<file path="src/rtl/tpu_job_controller.sv">
// tpu_job_controller: sequences one TPU job.
// Flow: host bytes -> weight memory -> unified buffer -> compute pulse ->
// wait for completion -> read result memory -> stream results to the host.
//
// Handshake rule for both streams: a word moves on a rising edge where
// valid and ready are both high. The host may drop valid at any time and the
// sink may drop ready at any time. While valid is high and ready is low, the
// controller holds out_data and out_valid steady.
module tpu_job_controller #(
  parameter int DATA_W = 8,
  parameter int ACC_W  = 16,
  parameter int ADDR_W = 4,
  parameter int N_W    = 4,
  parameter int N_X    = 4,
  parameter int N_OUT  = 4
) (
  input  logic              clk,
  input  logic              reset,
  input  logic              start,
  input  logic [DATA_W-1:0] host_data,
  input  logic              host_valid,
  output logic              host_ready,
  output logic              wmem_we,
  output logic [ADDR_W-1:0] wmem_addr,
  output logic [DATA_W-1:0] wmem_wdata,
  output logic              umem_we,
  output logic [ADDR_W-1:0] umem_addr,
  output logic [DATA_W-1:0] umem_wdata,
  output logic              compute_start,
  input  logic              compute_done,
  output logic              res_rd_en,
  output logic [ADDR_W-1:0] res_addr,
  input  logic [ACC_W-1:0]  res_data,
  output logic [ACC_W-1:0]  out_data,
  output logic              out_valid,
  input  logic              out_ready,
  output logic              busy,
  output logic              done,
  output logic [3:0]        dbg_state
);

  localparam int N_WX  = (N_W > N_X) ? N_W : N_X;
  localparam int N_MAX = (N_WX > N_OUT) ? N_WX : N_OUT;
  localparam int CNT_W = $clog2(N_MAX) + 1;

  typedef enum logic [3:0] {
    S_IDLE   = 4'd0,
    S_LOAD_W = 4'd1,
    S_LOAD_X = 4'd2,
    S_FLUSH  = 4'd3,
    S_FIRE   = 4'd4,
    S_WAIT   = 4'd5,
    S_RD_REQ = 4'd6,
    S_RD_CAP = 4'd7,
    S_OUT    = 4'd8,
    S_FIN    = 4'd9
  } state_t;

  state_t             state, state_n;
  logic [CNT_W-1:0]   cnt, cnt_n;
  logic               xfer;
  logic               wmem_we_n, umem_we_n;
  logic [ADDR_W-1:0]  wmem_addr_n, umem_addr_n, res_addr_n;
  logic [DATA_W-1:0]  wmem_wdata_n, umem_wdata_n;
  logic [ACC_W-1:0]   out_data_n;

  assign dbg_state = state;

  // State, counter and registered memory-port / result outputs.
  always_ff @(posedge clk or posedge reset) begin
    if (reset) begin
      state      <= S_IDLE;
      cnt        <= '0;
      wmem_we    <= 1'b0;
      wmem_addr  <= '0;
      wmem_wdata <= '0;
      umem_we    <= 1'b0;
      umem_addr  <= '0;
      umem_wdata <= '0;
      res_addr   <= '0;
      out_data   <= '0;
    end else begin
      state      <= state_n;
      cnt        <= cnt_n;
      wmem_we    <= wmem_we_n;
      wmem_addr  <= wmem_addr_n;
      wmem_wdata <= wmem_wdata_n;
      umem_we    <= umem_we_n;
      umem_addr  <= umem_addr_n;
      umem_wdata <= umem_wdata_n;
      res_addr   <= res_addr_n;
      out_data   <= out_data_n;
    end
  end

  // Next-state logic, next values for the registered ports, and the
  // state-decoded strobes. Write strobes default low; addr/data hold.
  always_comb begin
    state_n       = state;
    cnt_n         = cnt;
    wmem_we_n     = 1'b0;
    wmem_addr_n   = wmem_addr;
    wmem_wdata_n  = wmem_wdata;
    umem_we_n     = 1'b0;
    umem_addr_n   = umem_addr;
    umem_wdata_n  = umem_wdata;
    res_addr_n    = res_addr;
    out_data_n    = out_data;
    host_ready    = (state == S_LOAD_W) || (state == S_LOAD_X);
    compute_start = (state == S_FIRE);
    res_rd_en     = (state == S_RD_REQ);
    out_valid     = (state == S_OUT);
    busy          = (state != S_IDLE);
    done          = (state == S_FIN);
    xfer          = host_valid && host_ready;

    case (state)
      S_IDLE: begin
        if (start) begin
          state_n = S_LOAD_W;
          cnt_n   = '0;
        end
      end
      S_LOAD_W: begin
        if (xfer) begin
          wmem_we_n    = 1'b1;
          wmem_addr_n  = ADDR_W'(cnt);
          wmem_wdata_n = host_data;
          if (cnt == CNT_W'(N_W - 1)) begin
            state_n = S_LOAD_X;
            cnt_n   = '0;
          end else begin
            cnt_n = cnt + 1'b1;
          end
        end
      end
      S_LOAD_X: begin
        if (xfer) begin
          umem_we_n    = 1'b1;
          umem_addr_n  = ADDR_W'(cnt);
          umem_wdata_n = host_data;
          if (cnt == CNT_W'(N_X - 1)) begin
            state_n = S_FLUSH;
          end else begin
            cnt_n = cnt + 1'b1;
          end
        end
      end
      // Lets the final activation write land before compute starts.
      S_FLUSH: state_n = S_FIRE;
      S_FIRE:  state_n = S_WAIT;
      S_WAIT: begin
        if (compute_done) begin
          state_n    = S_RD_REQ;
          cnt_n      = '0;
          res_addr_n = '0;
        end
      end
      S_RD_REQ: state_n = S_RD_CAP;
      // Read data is valid one cycle after the request.
      S_RD_CAP: begin
        out_data_n = res_data;
        state_n    = S_OUT;
      end
      S_OUT: begin
        if (out_ready) begin
          if (cnt == CNT_W'(N_OUT - 1)) begin
            state_n = S_FIN;
          end else begin
            cnt_n      = cnt + 1'b1;
            res_addr_n = ADDR_W'(cnt + 1'b1);
            state_n    = S_RD_REQ;
          end
        end
      end
      S_FIN:   state_n = S_IDLE;
      default: state_n = S_IDLE;
    endcase
  end

endmodule
</file>
<file path="config.mk">
export PLATFORM = sky130hd
export DESIGN_NAME = tpu_job_controller
export DESIGN_NICKNAME = d
export VERILOG_FILES = /design/src/rtl/tpu_job_controller.sv
export SDC_FILE = /design/constraint.sdc
export NUM_CORES = 1
export LEC_CHECK = 0
export CORE_UTILIZATION = 40
export CTS_CLUSTER_DIAMETER = 30
export DETAILED_ROUTE_END_ITERATION = 10
export MAX_ROUTING_LAYER = met4
export PLACE_DENSITY_LB_ADDON = 0.2
export RECOVER_POWER = 25
export SYNTH_ARGS = -nofsm -noshare
export SYNTH_HDL_FRONTEND = slang
export SYNTH_SLANG_ARGS = --single-unit
</file>
<file path="constraint.sdc">
create_clock -name clk -period 4.7 [get_ports clk]
set_input_delay 0.94 -clock clk [delete_from_list [all_inputs] [get_ports clk]]
set_output_delay 0.94 -clock clk [all_outputs]
set_load 0.005 [all_outputs]
</file>
==> metrics.md, run 1 <==
| Metric | Value |
|---|---|
| Status | `finished with violations` |
| Failing checks | `capacitance limit, slew limit` |
| Deepest clock path buffer count | `2` |
| Largest net degree at the start of global routing | `52` |
| Synth warnings | `0` |
| Hold Startpoint | `res_addr[0]$_DFFE_PP0P_` |
| Die width | `78.6 µm` |
| I/O Buffers | `83` |
| GP Congestion | `0.787` |
| EDFF count, synth | `0` |
| TritonCTS clock tree | `done` |
| Yosys cell types | `41` |
| Highest Clock Rate | `0.322 GHz` |
| CTS Sinks | `51` |
| Reg2reg path depth | `5` |
| CTS Buf Count | `5` |
| Setup repair bufs after CTS | `0` |
| Power Dens Cells | `614 nW/µm²` |
| Most frequent cells in the layout | `clkdlybuf4s50_1 (80), dfrtp_1 (51), mux2_2 (38)` |
| Post-CTS Hold Buffers | `0` |
| Final net count | `297` |
| Layout cells sized above 1 | `0.200` |
| Hold WS | `487 ps` |
| Mapped cell area | `2350 µm²` |
| Clk Latency, worst-skew pair | `310 ps` |
| Area grow syn2layout | `42.2%` |
| First DRT Iteration DRCs | `53` |
| Worst reg2reg startpoint | `cnt[0]$_DFFE_PP0P_` |
| Post-layout min period | `3110 ps` |
| Hold WC Path Type | `flop to flop` |
| CTS H-Tree Depth | `2` |
| RSZ-0062 raised after global routing | `false` |
| VDD IR-drop max | `0.000300 V` |
| Root Buffer | `clkbuf_8` |
| Hold endpoint | `res_addr[0]$_DFFE_PP0P_` |
| Async SR Flop Fraction | `1.00` |
| Gr ovfl total | `0` |
| Max FO, Critical Path | `25` |
| Hold-critical path depth | `2` |
| Core Area | `5570 µm²` |
| Setup TNS | `0 ps` |
| Ys flop type | `dfrtp_1` |
| RR Endpoint | `dbg_state[0]$_DFFE_PP0P_` |
| Global-route wire length before repair | `8.25 mm` |
| Commonest non-fill, non-tap cell in the layout | `clkdlybuf4s50_1` |
| Number of fill cells | `466` |
| N_diodes | `0` |
| Final Cycle Share | `0.661` |
| Post-DR vias/cell | `5.06` |
| Total Wirelength | `4.82 mm` |
| Critical path type | `flop to output port` |
| Post-Synthesis Cells | `187` |
| Total GRT Usage | `0.178` |
| Crit end category | `output port` |
| Seq/Total Area, Yosys | `0.544` |
| Initial core utilization | `0.421` |
| Post-CTS sizing | `0` |
| Final hold vios | `0` |
| CP Launch Type | `flop` |
| DR pass1 iterations | `4` |
| Max-slew headroom | `-0.225` |
| Max-cap violations | `1` |
| Max Clock Skew | `5.34 ps` |
| WL per Instance | `14.3 µm` |
| Vias in the first global route | `1803` |
| Initial antenna violation count | `0` |
| Synth Register Bits | `51` |
| Worst Setup SP | `dbg_state[0]$_DFFE_PP0P_` |
| Critical path required time | `3760 ps` |
| DRC | `0` |
| Total die area | `6180 µm²` |
| DIE HEIGHT | `78.6 µm` |
| Slew Limit Fails | `52` |
| Hpwl dp | `3.49 mm` |
| # setup viols final | `0` |
| # rows | `27` |
| CP arrival | `2170 ps` |
| I/O pin count | `86` |
| Reg clk slew, reported paths | `100 ps` |
| Lkg Pwr | `0.00140 µW` |
| Avg Synthesized Cell Area | `12.5 µm²` |
| Via count | `1704` |
| Final Util | `0.598` |
| Post-route ant nets | `0` |
| Worst slew pin tran | `1830 ps` |
| Reg2Reg Setup Slack | `2520 ps` |
per-stage QoR:
step           power [µW]  cell area, µm²  cells  setup slack (ps)
2_1_floorplan        1210            2350    188              2530
3_3_place_gp         1680            3200    329              1980
3_5_place_dp         1700            3200    329              1940
4_1_cts              2080            3340    337              1590
5_1_grt              2190            3340    337              1470
6_report             2050            3340    337              1590
worst max path at each step:
stage / cells after the start / slack, ps / end
after floorplan: 1 / 2530 / cnt[0]$_DFFE_PP0P_
after global placement: 3 / 1980 / out_valid
after detailed placement: 3 / 1940 / out_valid
after CTS: 3 / 1590 / out_valid
after global routing: 2 / 1470 / cnt[1]$_DFFE_PP0P_
final: 3 / 1590 / out_valid
worst max-delay path, stage by stage (launching register included):
cell	delay, ps
dfrtp_1	620
or4b_4	640
inv_1	90
clkdlybuf4s50_1	500
layer usage:
layer / routed length, µm / global-route usage / up-vias
met5: 0 / - / -
met4: 71 / 0.0778 / 0
met1: 2220 / 0.229 / 830
met3: 228 / 0.0314 / 7
met2: 2300 / 0.277 / 58
li1: - / - / 809
flip-flops by register name (all words and copies together), names as in the netlist:
| name | cells |
|---|---|
| cnt | 3 |
| dbg_state | 4 |
| out_data | 16 |
| res_addr | 4 |
| umem_addr | 3 |
| umem_wdata | 8 |
| umem_we | 1 |
| wmem_addr | 3 |
| wmem_wdata | 8 |
| wmem_we | 1 |
final cells by class:
type / instances / area [µm²] / area share
Clock buffer: 5 / 68.8 / 0.0206
Tap cell: 72 / 90.1 / 0.0270
Sequential cell: 51 / 1280 / 0.383
Inverter: 8 / 30.0 / 0.00900
Timing Repair Buffer: 83 / 831 / 0.249
Clock inverter: 3 / 71.3 / 0.0214
Multi-Input combinational cell: 115 / 968 / 0.290
synth_stat cells, drive strengths merged, types with 2 or more instances:
cell | n | area (µm²)
nor2 | 6 | 22.5
clkbuf | 5 | 18.8
nor4bb | 2 | 20.0
or3 | 2 | 12.5
nand2b | 5 | 31.3
dfrtp | 51 | 1280
inv | 8 | 30.0
o31a | 2 | 17.5
ha | 3 | 37.5
o221ai | 3 | 32.5
or4b | 2 | 23.8
mux2 | 41 | 473
nor2b | 3 | 18.8
nor3 | 2 | 10.0
a21oi | 3 | 15.0
nand2 | 11 | 41.3
o21ai | 8 | 40.0
buf | 9 | 56.3
nand3 | 3 | 15.0
nor4b | 3 | 26.3
power by group:
group	switching, µW	total [µW]	leakage, µW	internal, µW
clock	153	369	0.0000703	216
sequential	153	780	0.000630	627
combinational	292	899	0.000699	607
total	598	2050	0.00140	1450
cell families after synthesis:
| kind of cell | after synthesis | share of synthesized area |
|---|---|---|
| other cells | 1 | 0.00160 |
| compound gates | 22 | 0.0709 |
| buf+inv | 22 | 0.0448 |
| flops | 51 | 0.544 |
| simple gates | 47 | 0.121 |
| mux | 41 | 0.202 |
| fa+ha+maj | 3 | 0.0160 |
No activity file was read; power rests on OpenSTA's default activity.
==> run 2, diff against run 1 <==
clock period = 2.9 ns   (was 4.7 ns; I/O delays follow)
==> run 2 against run 1 <==
Effect of this change:
- the flow now finishes without violations
- via count up 0.18%
- worst setup slack lost 1300 ps
- utilization up 0.61 points
- largest power group unchanged
- register-to-register slack lost 1700 ps
- power grew 60%
- cell count grew 2.4%
- clock skew increased by 0.53 ps
- routed wire length is 0.93% higher
- sequential share of layout area fell by 0.38 points
==> metrics.md, run 2 (synthesis results as in run 1) <==
| Metric | Value |
|---|---|
| Final non-filler cell total | `345` |
| Total GRT Usage | `0.175` |
| WL per Instance | `14.1 µm` |
| Worst slew pin tran | `1220 ps` |
| Via count | `1707` |
| Post-layout min period | `2630 ps` |
| Reg2Reg Setup Slack | `820 ps` |
| First DRT Iteration DRCs | `52` |
| Critical path required time | `2320 ps` |
| Total Wirelength | `4.86 mm` |
| Clk Latency, worst-skew pair | `290 ps` |
| I/O Buffers | `83` |
| Reg2reg path depth | `5` |
| Root Buffer | `clkbuf_8` |
| Hold endpoint | `res_addr[3]$_DFFE_PP0P_` |
| Vias in the first global route | `1702` |
| Critical path type | `flop to output port` |
| RSZ-0062 raised after global routing | `false` |
| DRC | `0` |
| Number of fill cells | `470` |
| Deepest clock path buffer count | `2` |
| Hold Startpoint | `res_addr[3]$_DFFE_PP0P_` |
| Worst reg2reg startpoint | `cnt[0]$_DFFE_PP0P_` |
| DR pass1 iterations | `4` |
| Pre-CTS WS | `602 ps` |
| # rows | `27` |
| Regs by FF count | `out_data (16), umem_wdata (8), wmem_wdata (8)` |
| Final hold vios | `0` |
| Status | `complete, no violations` |
| Lkg Pwr | `0.00142 µW` |
| Commonest non-fill, non-tap cell in the layout | `clkdlybuf4s50_1` |
| Gr ovfl total | `0` |
| Max-cap violations | `0` |
| Post-route ant nets | `0` |
| Setup TNS | `0 ps` |
| Post-DR vias/cell | `4.95` |
| Initial antenna violation count | `0` |
| VDD IR-drop max | `0.000479 V` |
| Layout cells sized above 1 | `0.216` |
| Final worst slack | `273 ps` |
| GP Congestion | `0.772` |
| Hpwl dp | `3.72 mm` |
| # setup viols final | `0` |
| Slew Limit Fails | `0` |
| DP Cell Count | `337` |
| CP arrival | `2050 ps` |
| Final Cycle Share | `0.906` |
| Largest net degree at the start of global routing | `25` |
| Highest Clock Rate | `0.381 GHz` |
| Most frequent cells in the layout | `clkdlybuf4s50_1 (82), dfrtp_1 (51), mux2_2 (38)` |
| Setup repair bufs after CTS | `0` |
| TritonCTS clock tree | `done` |
| Crit-path cells | `or4b_4 > inv_1 > clkdlybuf4s50_1` |
| Crit end category | `output port` |
| N_diodes | `0` |
| RR Endpoint | `dbg_state[0]$_DFFE_PP0P_` |
| Initial core utilization | `0.421` |
| Worst path slowest cell | `or4b_4` |
| Total die area | `6180 µm²` |
| Die width | `78.6 µm` |
| Max-slew headroom | `0.185` |
| CTS Buf Count | `5` |
| CTS H-Tree Depth | `2` |
| Reg clk slew, reported paths | `90 ps` |
| Global-route wire length before repair | `8.21 mm` |
| Hold WC Path Type | `flop to flop` |
| Reg with most FFs | `out_data` |
| Area grow syn2layout | `43.6%` |
| Max Clock Skew | `5.87 ps` |
| Max incr delay on CP | `590 ps` |
| DIE HEIGHT | `78.6 µm` |
| Post-CTS Hold Buffers | `0` |
| Final net count | `305` |
| Core Area | `5570 µm²` |
| Power Dens Cells | `971 nW/µm²` |
| CTS Sinks | `51` |
| CP Launch Type | `flop` |
| Post-CTS sizing | `0` |
| Max reg flops | `16` |
| Worst path bufs/invs | `2` |
| Hold-critical path depth | `2` |
| I/O pin count | `86` |
| Max FO, Critical Path | `17` |
| Critical path's top delay family | `buffers and inverters` |
==> run 2: final cells by class <==
| class | count | area [µm²] | share of cell area |
|---|---|---|---|
| inverters | 8 | 30.0 | 0.00891 |
| clock inverters | 2 | 38.8 | 0.0115 |
| flip-flops and latches | 51 | 1280 | 0.379 |
| multi-input cells | 115 | 968 | 0.287 |
| clock buffers | 6 | 82.6 | 0.0245 |
| repair buffers | 91 | 883 | 0.262 |
| well taps | 72 | 90.1 | 0.0267 |
==> run 2: routing by layer <==
metal / global-route usage / routed length (µm) / vias to the layer above
met3: 0.0523 / 269 / 5
met1: 0.231 / 2280 / 820
met4: 0.0333 / 34 / 0
li1: - / - / 825
met2: 0.270 / 2280 / 57
met5: - / 0 / -
==> run 2: power breakdown <==
part / switching [µW] / internal, µW
Clock: 227 / 284
Sequential: 181 / 1020
Combinational: 544 / 1020
Total: 952 / 2320
==> run 2: worst reg2reg max path, stage by stage, from the launching register on <==
cell and delay, ps:
dfrtp_1 460, ha_1 240, ha_1 320, and2_1 200
o221ai_1 380, mux2_2 390
==> run 2: worst max-delay path by stage <==
stage                                  start                  to  slack [ps]  depth (start not counted)
floorplan                 cnt[0]$_DFFE_PP0P_  cnt[0]$_DFFE_PP0P_         940                          6
global placement    dbg_state[2]$_DFFE_PP0P_           out_valid         630                          3
detailed placement  dbg_state[2]$_DFFE_PP0P_           out_valid         600                          3
CTS                 dbg_state[2]$_DFFE_PP0P_           out_valid         260                          3
global route        dbg_state[2]$_DFFE_PP0P_           out_valid         180                          3
finish              dbg_state[2]$_DFFE_PP0P_           out_valid         270                          3
==> run 2: per-stage QoR <==
step / util / cell area, µm² / hold slack, ps / power [µW]
2_1_floorplan: - / 2350 / 472 / 1960
4_1_cts: 0.606 / 3380 / 492 / 3320
3_5_place_dp: 0.584 / 3260 / 472 / 2800
3_3_place_gp: 0.584 / 3260 / 463 / 2760
6_report: 0.604 / 3370 / 484 / 3270
5_1_grt: 0.604 / 3370 / 522 / 3510
